[src/rtl/gb_pkg.sv]
// gb_pkg -- shared definitions for the ghostbus host bridge.
//   gb_state_e     : bridge FSM states
//   GB_RD_LAT_MIN/MAX : legal range of the read-latency parameter
package gb_pkg;

  typedef enum logic [1:0] {
    IDLE = 2'd0,
    WR   = 2'd1,
    RD   = 2'd2,
    RESP = 2'd3
  } gb_state_e;

  localparam int GB_RD_LAT_MIN = 1;
  localparam int GB_RD_LAT_MAX = 7;

endpackage

[src/rtl/gb_host_bridge_if.sv]
// gb_host_bridge_if -- host request/response channel plus ghostbus signals.
//   slave  : bridge view (accepts requests, drives ghostbus)
//   master : host + peripheral view (offers requests, returns gb_din)
interface gb_host_bridge_if #(
  parameter int AW = 24,
  parameter int DW = 32
) ();

  logic          req_valid;
  logic          req_ready;
  logic          req_we;
  logic [AW-1:0] req_addr;
  logic [DW-1:0] req_wdata;
  logic          rsp_valid;
  logic          rsp_ready;
  logic          rsp_we;
  logic [DW-1:0] rsp_rdata;
  logic          busy;
  logic [AW-1:0] gb_addr;
  logic [DW-1:0] gb_dout;
  logic [DW-1:0] gb_din;
  logic          gb_we;

  modport slave (
    input  req_valid, req_we, req_addr, req_wdata, rsp_ready, gb_din,
    output req_ready, rsp_valid, rsp_we, rsp_rdata, busy, gb_addr, gb_dout, gb_we
  );

  modport master (
    output req_valid, req_we, req_addr, req_wdata, rsp_ready, gb_din,
    input  req_ready, rsp_valid, rsp_we, rsp_rdata, busy, gb_addr, gb_dout, gb_we
  );

endinterface

[src/rtl/gb_host_bridge.sv]
// gb_host_bridge -- single-outstanding host to ghostbus bridge.
//   clk   : bus clock
//   rst_n : synchronous active-low reset
//   bus   : gb_host_bridge_if.slave (request/response handshake and ghostbus)
//
// state | meaning
// IDLE  | ready for a request
// WR    | gb_we strobe cycle
// RD    | waiting RD_LAT cycles for gb_din
// RESP  | response held until rsp_ready
module gb_host_bridge
  import gb_pkg::*;
#(
  parameter int AW     = 24,
  parameter int DW     = 32,
  parameter int RD_LAT = 2
) (
  input logic              clk,
  input logic              rst_n,
  gb_host_bridge_if.slave  bus
);

  if (RD_LAT < GB_RD_LAT_MIN || RD_LAT > GB_RD_LAT_MAX) begin : g_bad_rd_lat
    $error("gb_host_bridge: RD_LAT must be within 1..7");
  end

  localparam logic [2:0] RD_LAT_C = 3'(RD_LAT);

  gb_state_e     state_q;
  logic [2:0]    cnt_q;
  logic [AW-1:0] gb_addr_q;
  logic [DW-1:0] gb_dout_q;
  logic          gb_we_q;
  logic          rsp_valid_q;
  logic          rsp_we_q;
  logic [DW-1:0] rsp_rdata_q;

  always_ff @(posedge clk) begin
    if (!rst_n) begin
      state_q     <= IDLE;
      cnt_q       <= '0;
      gb_addr_q   <= '0;
      gb_dout_q   <= '0;
      gb_we_q     <= 1'b0;
      rsp_valid_q <= 1'b0;
      rsp_we_q    <= 1'b0;
      rsp_rdata_q <= '0;
    end else begin
      case (state_q)
        IDLE: begin
          // req_ready is high throughout IDLE once out of reset
          if (bus.req_valid) begin
            gb_addr_q <= bus.req_addr;
            rsp_we_q  <= bus.req_we;
            cnt_q     <= '0;
            if (bus.req_we) begin
              gb_dout_q <= bus.req_wdata;
              gb_we_q   <= 1'b1;
              state_q   <= WR;
            end else begin
              state_q   <= RD;
            end
          end
        end
        WR: begin
          gb_we_q     <= 1'b0;
          rsp_rdata_q <= '0;
          rsp_valid_q <= 1'b1;
          state_q     <= RESP;
        end
        RD: begin
          // first RD edge brings the count to 1; data taken once it reaches RD_LAT
          if (cnt_q == RD_LAT_C) begin
            rsp_rdata_q <= bus.gb_din;
            rsp_valid_q <= 1'b1;
            state_q     <= RESP;
          end else begin
            cnt_q <= cnt_q + 3'd1;
          end
        end
        RESP: begin
          if (bus.rsp_ready) begin
            rsp_valid_q <= 1'b0;
            state_q     <= IDLE;
          end
        end
        default: state_q <= IDLE;
      endcase
    end
  end

  assign bus.req_ready = (state_q == IDLE) && rst_n;
  assign bus.busy      = (state_q != IDLE);
  assign bus.gb_addr   = gb_addr_q;
  assign bus.gb_dout   = gb_dout_q;
  assign bus.gb_we     = gb_we_q;
  assign bus.rsp_valid = rsp_valid_q;
  assign bus.rsp_we    = rsp_we_q;
  assign bus.rsp_rdata = rsp_rdata_q;

endmodule

[src/flat_wrapper.sv]
// flat-port wrapper written by rule: the top's interface ports become plain ports
module gb_host_bridge_flat import gb_pkg::*;
#(
  parameter int AW     = 24,
  parameter int DW     = 32,
  parameter int RD_LAT = 2
)
  (clk, rst_n, bus_req_valid, bus_req_we, bus_req_addr, bus_req_wdata, bus_rsp_ready, bus_gb_din, bus_req_ready, bus_rsp_valid, bus_rsp_we, bus_rsp_rdata, bus_busy, bus_gb_addr, bus_gb_dout, bus_gb_we);
  gb_host_bridge_if #(.AW(AW), .DW(DW)) bus_i ();
  input logic clk;
  input logic rst_n;
  input wire logic [$bits(bus_i.req_valid)-1:0] bus_req_valid;
  input wire logic [$bits(bus_i.req_we)-1:0] bus_req_we;
  input wire logic [$bits(bus_i.req_addr)-1:0] bus_req_addr;
  input wire logic [$bits(bus_i.req_wdata)-1:0] bus_req_wdata;
  input wire logic [$bits(bus_i.rsp_ready)-1:0] bus_rsp_ready;
  input wire logic [$bits(bus_i.gb_din)-1:0] bus_gb_din;
  output wire logic [$bits(bus_i.req_ready)-1:0] bus_req_ready;
  output wire logic [$bits(bus_i.rsp_valid)-1:0] bus_rsp_valid;
  output wire logic [$bits(bus_i.rsp_we)-1:0] bus_rsp_we;
  output wire logic [$bits(bus_i.rsp_rdata)-1:0] bus_rsp_rdata;
  output wire logic [$bits(bus_i.busy)-1:0] bus_busy;
  output wire logic [$bits(bus_i.gb_addr)-1:0] bus_gb_addr;
  output wire logic [$bits(bus_i.gb_dout)-1:0] bus_gb_dout;
  output wire logic [$bits(bus_i.gb_we)-1:0] bus_gb_we;
  assign bus_i.req_valid = bus_req_valid;
  assign bus_i.req_we = bus_req_we;
  assign bus_i.req_addr = bus_req_addr;
  assign bus_i.req_wdata = bus_req_wdata;
  assign bus_i.rsp_ready = bus_rsp_ready;
  assign bus_i.gb_din = bus_gb_din;
  assign bus_req_ready = bus_i.req_ready;
  assign bus_rsp_valid = bus_i.rsp_valid;
  assign bus_rsp_we = bus_i.rsp_we;
  assign bus_rsp_rdata = bus_i.rsp_rdata;
  assign bus_busy = bus_i.busy;
  assign bus_gb_addr = bus_i.gb_addr;
  assign bus_gb_dout = bus_i.gb_dout;
  assign bus_gb_we = bus_i.gb_we;
  gb_host_bridge #(.AW(AW), .DW(DW), .RD_LAT(RD_LAT)) u_core (.clk(clk), .rst_n(rst_n), .bus(bus_i));
endmodule
[config.mk]
export PLATFORM = sky130hd
export DESIGN_NAME = gb_host_bridge_flat
export DESIGN_NICKNAME = d
export VERILOG_FILES = /design/src/rtl/gb_pkg.sv /design/src/rtl/gb_host_bridge_if.sv /design/src/rtl/gb_host_bridge.sv /design/src/flat_wrapper.sv
export SDC_FILE = /design/constraint.sdc
export NUM_CORES = 1
export LEC_CHECK = 0
export BUFFER_PORTS_ARGS = -buffer_cell sky130_fd_sc_hd__buf_2
export CORE_MARGIN = 3
export CORE_UTILIZATION = 50
export DETAILED_ROUTE_END_ITERATION = 16
export GPL_TIMING_DRIVEN = 0
export PLACE_DENSITY = 0.95
export SKIP_LAST_GASP = 1
export SYNTH_ARGS = -nofsm -noshare
export SYNTH_HDL_FRONTEND = slang
export SYNTH_SLANG_ARGS = --single-unit
export TNS_END_PERCENT = 5
[constraint.sdc]
create_clock -name clk -period 4 [get_ports clk]
set_input_delay 0.4 -clock clk [delete_from_list [all_inputs] [get_ports clk]]
set_output_delay 0.4 -clock clk [all_outputs]
set_load 0.03 [all_outputs]
# Word-level counts from Yosys, hierarchy flattened
# Index checks and enable logic that the tools add are counted.
[word_totals] reg_bits=96 word_cells=48
[classes] n_eq_ne=9 n_reduce_logical=14 n_mux=16 add_sub_neg=1
[op_table] cell="$pmux 32 s2" count=1
[op_table] cell="$mux 32" count=1
[op_table] cell="$reduce_and 3->1" count=5
[op_table] cell="$mux 2" count=4
[op_table] cell="$ne 2x2->1 const B" count=4
[op_table] cell="$pmux 2 s4" count=1
[op_table] cell="$reduce_bool 2->1" count=4
[op_table] cell="$mux 3" count=2
[op_table] cell="$pmux 3 s2" count=1
[op_table] cell="$eq 2x2->1 const B" count=2
[op_table] cell="$mux 1" count=4
[op_table] cell="$reduce_and 2->1" count=2
[op_table] cell="$add 3x1->3 const B" count=1
[op_table] cell="$eq 3x2->1 const B" count=1
[op_table] cell="$pmux 1 s3" count=1
[op_table] cell="$reduce_bool 3->1" count=1
[op_table] cell="$eq 2x1->1 const B" count=1
[op_table] cell="$logic_not 2->1" count=1
[op_table] cell="$ne 2x1->1 const B" count=1
[op_table] cell="$pmux 1 s2" count=1
[op_table] cell="$logic_and 1x1->1" count=1

# Longest topological paths before layout
# Gate-level depths: netlist (run 1).
[depth] word_depth=3 ltp_mapped=8 depth_no_buf=5

# Least setup slack after synthesis (run 1)
# OpenSTA, ideal clock, no wires.
[synth_timing] kind="register -> output" start="reg u_core.state_q[0]" end="out bus_req_ready" n_path_buf=1 path_stages_with_launch=5 arrival_ns=1.070 required_ns=3.600 setup_slack_ns=2.530 path_cell_list="dfxtp_1 inv_1 ha_1 buf_2 and2_1"
[synth_between] elab_chain_len=2
[synth_rtl] item="start, declared" line_no="gb_host_bridge.sv:29" rtl="gb_state_e state_q;"
[synth_rtl] item="start signal, assigned" line_no="gb_host_bridge.sv:40" rtl="state_q <= IDLE;"
[synth_rtl] item="start signal, assigned" line_no="gb_host_bridge.sv:59" rtl="state_q <= WR;"
[synth_rtl] item="start signal, assigned" line_no="gb_host_bridge.sv:61" rtl="state_q <= RD;"
[synth_rtl] item="$logic_not 2->1" line_no="gb_host_bridge.sv:92" rtl="assign bus.req_ready = (state_q == IDLE) && rst_n;"
[synth_rtl] item="$logic_and 1x1->1" line_no="gb_host_bridge.sv:92"
[synth_rtl] item="end, declared" line_no="flat_wrapper.sv:18" rtl="output wire logic [$bits(bus_i.req_ready)-1:0] bus_req_ready;"
# Every way passes these cells.

# Final worst setup path (run 1)
[layout_timing] start="reg u_core.state_q[1]" end="out bus_req_ready"
# The elaborated chain is that of the path after synthesis.

==> results_dict.tcl, run 1 <==
set metrics [dict create \
    status "finished, final reports clean" \
    maxCapViolations 0 \
    postRouteAntennaNets 0 \
    postLayoutSetupSlackWorst_ps 2030 \
    period_share_pct 49.1 \
    hold_end "u_core.bus.rsp_rdata[23]" \
    yosysWarnings 0 \
    synth_ff_type "dfxtp_1" \
    top_layer "met4" \
    slowest_stage "dfxtp_1" \
    async_flop_share_pct 0 \
    yosysUniqueCellTypes 27 \
    cts_max_level 3 \
    cts.sinks 96 \
    wl_per_cell_um 14.0 \
    synth_top_area_share_pct 49.7 \
    antenna_found_initial 0 \
    maxSlewViolCount 0 \
    clkPwrFrac_pct 27.0 \
    grt_pass1_vias 3607 \
    critPathTopFamily "buffers and inverters" \
    critPathBufInv 3 \
    seq_area_sq_um 1920 \
    cp.arrival_ps 1570 \
    start_util_pct 52.4 \
    fin_util_pct 69.5 \
    overflow 0 \
    drcViolationCount 0 \
    synth_fp_nets 550 \
    route.met2.wl_um 5510 \
    clk_latency_ps 350 \
    rsz0062_at_grt "no" \
    grt_pass1_wl_um 16500 \
    synth.avg_cell_area_sq_um 8.57 \
    cp.required_ps 3600 \
    syn-instance-count 451 \
    min_path_cells 3 \
    clockBufferDepth 2 \
    place_ws_ps 2330 \
    swShare_pct 34.8 \
    ir_drop_v 0.000284 \
    via_per_inst 5.01 \
    cts_made_buffers 9 \
    start_kind "flip-flop" \
    port_buffers 184 \
    whs_ps 278 \
    ff2ff_path_depth 7 \
    tns_ps 0 \
    drt-pass1-iter-count 4 \
    internal_power_mw 1.60 \
    hp-start "bus_gb_din[23]" \
    post_cts_buffers 0 \
    diodes 0 \
    clock_tree.root_cell "clkbuf_8" \
    dieHeight_um 93.9 \
    yosysTopAreaCell "dfxtp_1" \
    ios 186 \
    ys_seq_area_share_pct 49.7 \
    die_w_um 93.9 \
    dpl.hpwl_um 8170 \
    dpl_cell_area_sq_um 4910 \
    cts_resized 0 \
    cp_cell_sequence "inv_1 > ha_1 > buf_2 > and2_1 > buf_2" \
    r2r_start "u_core.state_q[0]" \
    fin_area_sq_um 5120 \
    power_density_nw_per_um2 478 \
    comb_power_share_pct 28.6 \
    maxSlewHeadroom_pct 71.2 \
    finalNonFillerCells 750 \
    place.gp.congestion 0.790 \
    wirelength_met1_um 4040 \
    cts.clk_slew.worst_paths_ps 100 \
    synth.most_common_cell "nand2_1" \
    cts_tree "built" \
    die_area_sq_um 8820 \
    syn_to_final_growth_pct 32.5 \
    drive_above_1_share_pct 35.0 \
    power.share.sequential_pct 44.3 \
    drt_iter0_drc 135 \
    vias 3760 \
    synth-seq-cells 96 \
    synthesis.area_sq_um 3860 \
    worst_path_largest_cell_delay_ps 350 \
    r2r_end "u_core.bus.rsp_rdata[7]" \
    cp-end-kind "output port" \
    hold_buffers 0 \
    layout.nets 745 \
    grt_max_degree 18 \
    path_common_cell "buf_2" \
    setup_viol 0 \
    dr_wl_met3_um 752 \
    multi_input_area_sq_um 1730 \
    ys_top_cells_by_count "nand2_1 (151), dfxtp_1 (96), a21boi_1 (80)" \
    finalCriticalPeriod_ps 1970 \
    worstSetupPathType "reg -> out" \
    synth-edff-count 0 \
    num_rows 31 \
    clock_skew_ps 12.4 \
    holdCritPathClass "in -> reg" \
    track_usage_pct 23.5 \
    core_area_sq_um 7370 \
    rrSetupSlack_ps 2340 \
    tightest_slew_ps 433 \
    timing.final.hold_violations 0 \
    yosys-top-cells-area "dfxtp_1 (50%), a21boi_1 (16%), nand2_1 (15%)" \
    p_sw_mw 0.853 \
    fmax_ghz 0.509 \
    leakage_nw 2.40 \
    worstPathMaxFanout 10 \
    p_total_mw 2.45 \
    fill_cells 608 \
    postRouteWirelength_um 10500 \
    place_inst 734 \
]
-- how the worst max path moves through the flow --
stage	from	end	slack, ps	cells past startpoint
6_report	u_core.state_q[1]	bus_req_ready	2030	5
5_1_grt	u_core.state_q[0]	bus_req_ready	1890	5
4_1_cts	u_core.state_q[0]	bus_req_ready	2000	5
3_5_place_dp	rst_n	bus_req_ready	2330	4
3_3_place_gp	rst_n	bus_req_ready	2340	4
2_1_floorplan	u_core.state_q[0]	bus_req_ready	2530	4
-- layer usage --
metal | GRT usage (%) | vias to the layer above
li1 | - | 1866
met1 | 25.5 | 1730
met2 | 43.3 | 150
met3 | 5.53 | 14
met4 | 9.63 | 0
met5 | 0 | -
-- area by class of cell --
cell class / count / area share (%)
Timing Repair Buffer: 184 / 18.0
Tap cell: 99 / 2.42
Sequential cell: 96 / 37.5
Buffer: 35 / 3.79
Multi-Input combinational cell: 314 / 33.7
Clock buffer: 10 / 2.69
Clock inverter: 6 / 1.44
Inverter: 6 / 0.440
-- worst reg2reg max path: stages (launching register included) --
cell and delay (ps):
dfxtp_1 390, inv_1 80, ha_1 190, buf_4 160, nand3b_1 210, buf_2 270
nand3_1 120, a21boi_1 180
-- kinds of logic (layout without fill, tap and decap cells) --
kind of cell | Yosys count | in the layout | synth area share (%)
DFF | 96 | 96 | 49.7
and+or+nand+nor | 205 | 205 | 22.5
adders and majority gates | 6 | 6 | 1.94
AOI/OAI and AO/OA | 97 | 97 | 18.7
muxes | 6 | 6 | 1.55
buffers and inverters | 41 | 241 | 5.60
-- sequential cells by signal, indices dropped and copies added, names as in the netlist --
| register | flops |
|---|---|
| u_core.bus.gb_dout | 32 |
| u_core.bus.rsp_rdata | 32 |
| u_core.bus.gb_addr | 24 |
| u_core.cnt_q | 3 |
| u_core.state_q | 2 |
| u_core.bus.gb_we | 1 |
| u_core.bus.rsp_valid | 1 |
| u_core.bus.rsp_we | 1 |
-- layout by cell type, fill, tap and decap left out, types with 4 or more instances in the layout --
master    synthesis  routed
a21boi_0          8       8
a21boi_1         80      80
buf_2            14     198
buf_4            10      10
clkbuf_1         10      10
clkbuf_8          0      10
dfxtp_1          96      96
ha_1              6       6
inv_1             6       6
inv_6             0       4
mux2i_1           6       6
nand2_1         151     151
nand3_1          34      34
nor2b_1           5       5
-- power by group through the flow --
| stage | combinational, mW | sequential [mW] | clock (mW) |
|---|---|---|---|
| 2_1_floorplan | 0.338 | 1.25 | 0 |
| 3_3_place_gp | 0.681 | 1.10 | 0 |
| 3_5_place_dp | 0.704 | 1.11 | 0 |
| 4_1_cts | 0.706 | 1.09 | 0.680 |
| 5_1_grt | 0.768 | 1.10 | 0.721 |
| 6_report | 0.702 | 1.09 | 0.662 |
Power figures use the tool's default switching activity.
==> run 2, diff against run 1 <==
--- a/config.mk
+++ b/config.mk
@@ -7,10 +7,10 @@
 export LEC_CHECK = 0
 export BUFFER_PORTS_ARGS = -buffer_cell sky130_fd_sc_hd__buf_2
 export CORE_MARGIN = 3
-export CORE_UTILIZATION = 50
+export CORE_UTILIZATION = 46
 export DETAILED_ROUTE_END_ITERATION = 16
 export GPL_TIMING_DRIVEN = 0
-export PLACE_DENSITY = 0.95
+export PLACE_DENSITY = 0.89
 export SKIP_LAST_GASP = 1
 export SYNTH_ARGS = -nofsm -noshare
 export SYNTH_HDL_FRONTEND = slang
==> constraint.sdc (replaced) <==
create_clock -name clk -period 1.9 [get_ports clk]
set_input_delay 0.19 -clock clk [delete_from_list [all_inputs] [get_ports clk]]
set_output_delay 0.19 -clock clk [all_outputs]
set_load 0.03 [all_outputs]
==> results_dict.tcl, run 2 (same netlist as run 1, synthesis figures left out) <==
set metrics [dict create \
    tightest_slew_ps 414 \
    post_cts_buffers 0 \
    cp-end-kind "output port" \
    fin_area_sq_um 5110 \
    internal_power_mw 3.33 \
    layout_common_cells "buf_2 (198), nand2_1 (151), dfxtp_1 (96)" \
    postRouteAntennaNets 0 \
    dieHeight_um 97.7 \
    clock_skew_ps 10.6 \
    fill_cells 687 \
    cp.required_ps 1710 \
    critPathBufInv 3 \
    grt_max_degree 16 \
    fmax_ghz 0.568 \
    setup_viol 0 \
    rsz0062_at_grt "no" \
    clock_tree.root_cell "clkbuf_8" \
    comb_power_share_pct 28.9 \
    p_total_mw 5.06 \
    track_usage_pct 20.3 \
    drcViolationCount 0 \
    timing.final.hold_violations 0 \
    start_util_pct 48.8 \
    via_per_inst 4.97 \
    hold_buffers 0 \
    core_area_sq_um 7930 \
    dpl_cell_area_sq_um 4910 \
    postRouteWirelength_um 9960 \
    leakage_nw 2.38 \
    die_w_um 97.7 \
    cts_made_buffers 9 \
    layout.nets 745 \
    worst_path_largest_cell_delay_ps 340 \
    clk_latency_ps 350 \
    postLayoutSetupSlackWorst_ps 139 \
    final_common_cell "buf_2" \
    drt-pass1-iter-count 4 \
    dpl.hpwl_um 7730 \
    syn_to_final_growth_pct 32.2 \
    grt_pass1_vias 3599 \
    overflow 0 \
    cts.sinks 96 \
    place_ws_ps 294 \
    period_share_pct 92.7 \
    critPathTopFamily "buffers and inverters" \
    start_kind "flip-flop" \
    cts_max_level 3 \
    worstPathMaxFanout 10 \
    cts.clk_slew.worst_paths_ps 90 \
    cts_resized 0 \
    p_sw_mw 1.73 \
    num_rows 32 \
    swShare_pct 34.2 \
    path_common_cell "buf_2" \
    worstSetupPathType "reg -> out" \
    place.gp.congestion 0.842 \
    diodes 0 \
    antenna_found_initial 0 \
    maxCapViolations 0 \
    clkPwrFrac_pct 26.0 \
    cts_tree "built" \
    holdCritPathClass "in -> reg" \
    die_area_sq_um 9540 \
    ios 186 \
    cp_cell_sequence "inv_1 > ha_1 > buf_2 > and2_1 > buf_2" \
    power_density_nw_per_um2 991 \
    port_buffers 184 \
    tns_ps 0 \
    drt_iter0_drc 94 \
    maxSlewHeadroom_pct 72.4 \
    slowest_stage "dfxtp_1" \
    status "finished, final reports clean" \
    clockBufferDepth 2 \
    grt_pass1_wl_um 16200 \
    cp.arrival_ps 1570 \
    wl_per_cell_um 13.2 \
    finalCriticalPeriod_ps 1760 \
    drive_above_1_share_pct 34.9 \
    maxSlewViolCount 0 \
    power.share.sequential_pct 45.1 \
    ir_drop_v 0.000475 \
    whs_ps 65.6 \
    vias 3738 \
]
## run 2: cell types whose count changed in the layout (fill, tap and decap cells not counted)
cell | before | now
inv_6 | 4 | 0
clkinv_2 | 0 | 1
clkinv_4 | 1 | 0
clkinvlp_4 | 0 | 3
## run 2: worst paths after layout
path	cells past startpoint	slack [ps]	endpoint	start
worst max-delay path	5	140	bus_req_ready	u_core.state_q[0]
worst min-delay path	3	70	u_core.bus.rsp_rdata[5]	bus_gb_din[5]
worst max register to register	7	310	u_core.cnt_q[1]	u_core.state_q[0]
worst min register to register	2	450	u_core.bus.gb_dout[28]	u_core.bus.gb_dout[28]
## run 2: area by class of cell
type	count	area, sq um	area share, %
timing repair buffer	184	921	18.0
sequential	96	1920	37.6
inverter	6	22.5	0.441
clock buffer	10	138	2.69
buffer	35	194	3.80
tap	102	128	2.50
multi-input combinational	314	1730	33.8
clock inverter	5	57.6	1.13
## run 2: metal layers
| layer | global-route usage [%] | part of all wire [%] |
|---|---|---|
| met4 | 9.16 | 2.3 |
| met5 | 0 | 0 |
| met2 | 36.4 | 51 |
| met1 | 23.3 | 41 |
| met3 | 3.88 | 5.9 |
## run 2: worst register-to-register path: stages, from the launching register on
cell and delay [ps]:
dfxtp_1 380, inv_1 80, ha_1 190, buf_4 160, and3b_1 170, buf_4 150, nor2_2 170, mux2i_1 210
## run 2: power by group through the flow
stage                     Clock [mW]  Combinational, mW  Sequential (mW)
after floorplan                    0              0.712             2.63
after global placement             0               1.43             2.32
after detailed placement           0               1.48             2.33
after CTS                       1.36               1.48             2.28
after global routing            1.43               1.61             2.30
final                           1.32               1.47             2.28
## run 2: through the flow
step | utilization (%) | cells
final | 64.4 | 752
after global routing | 64.4 | 752
after CTS | 64.4 | 752
after detailed placement | 62.0 | 737
after global placement | 62.0 | 737
after floorplan | - | 451
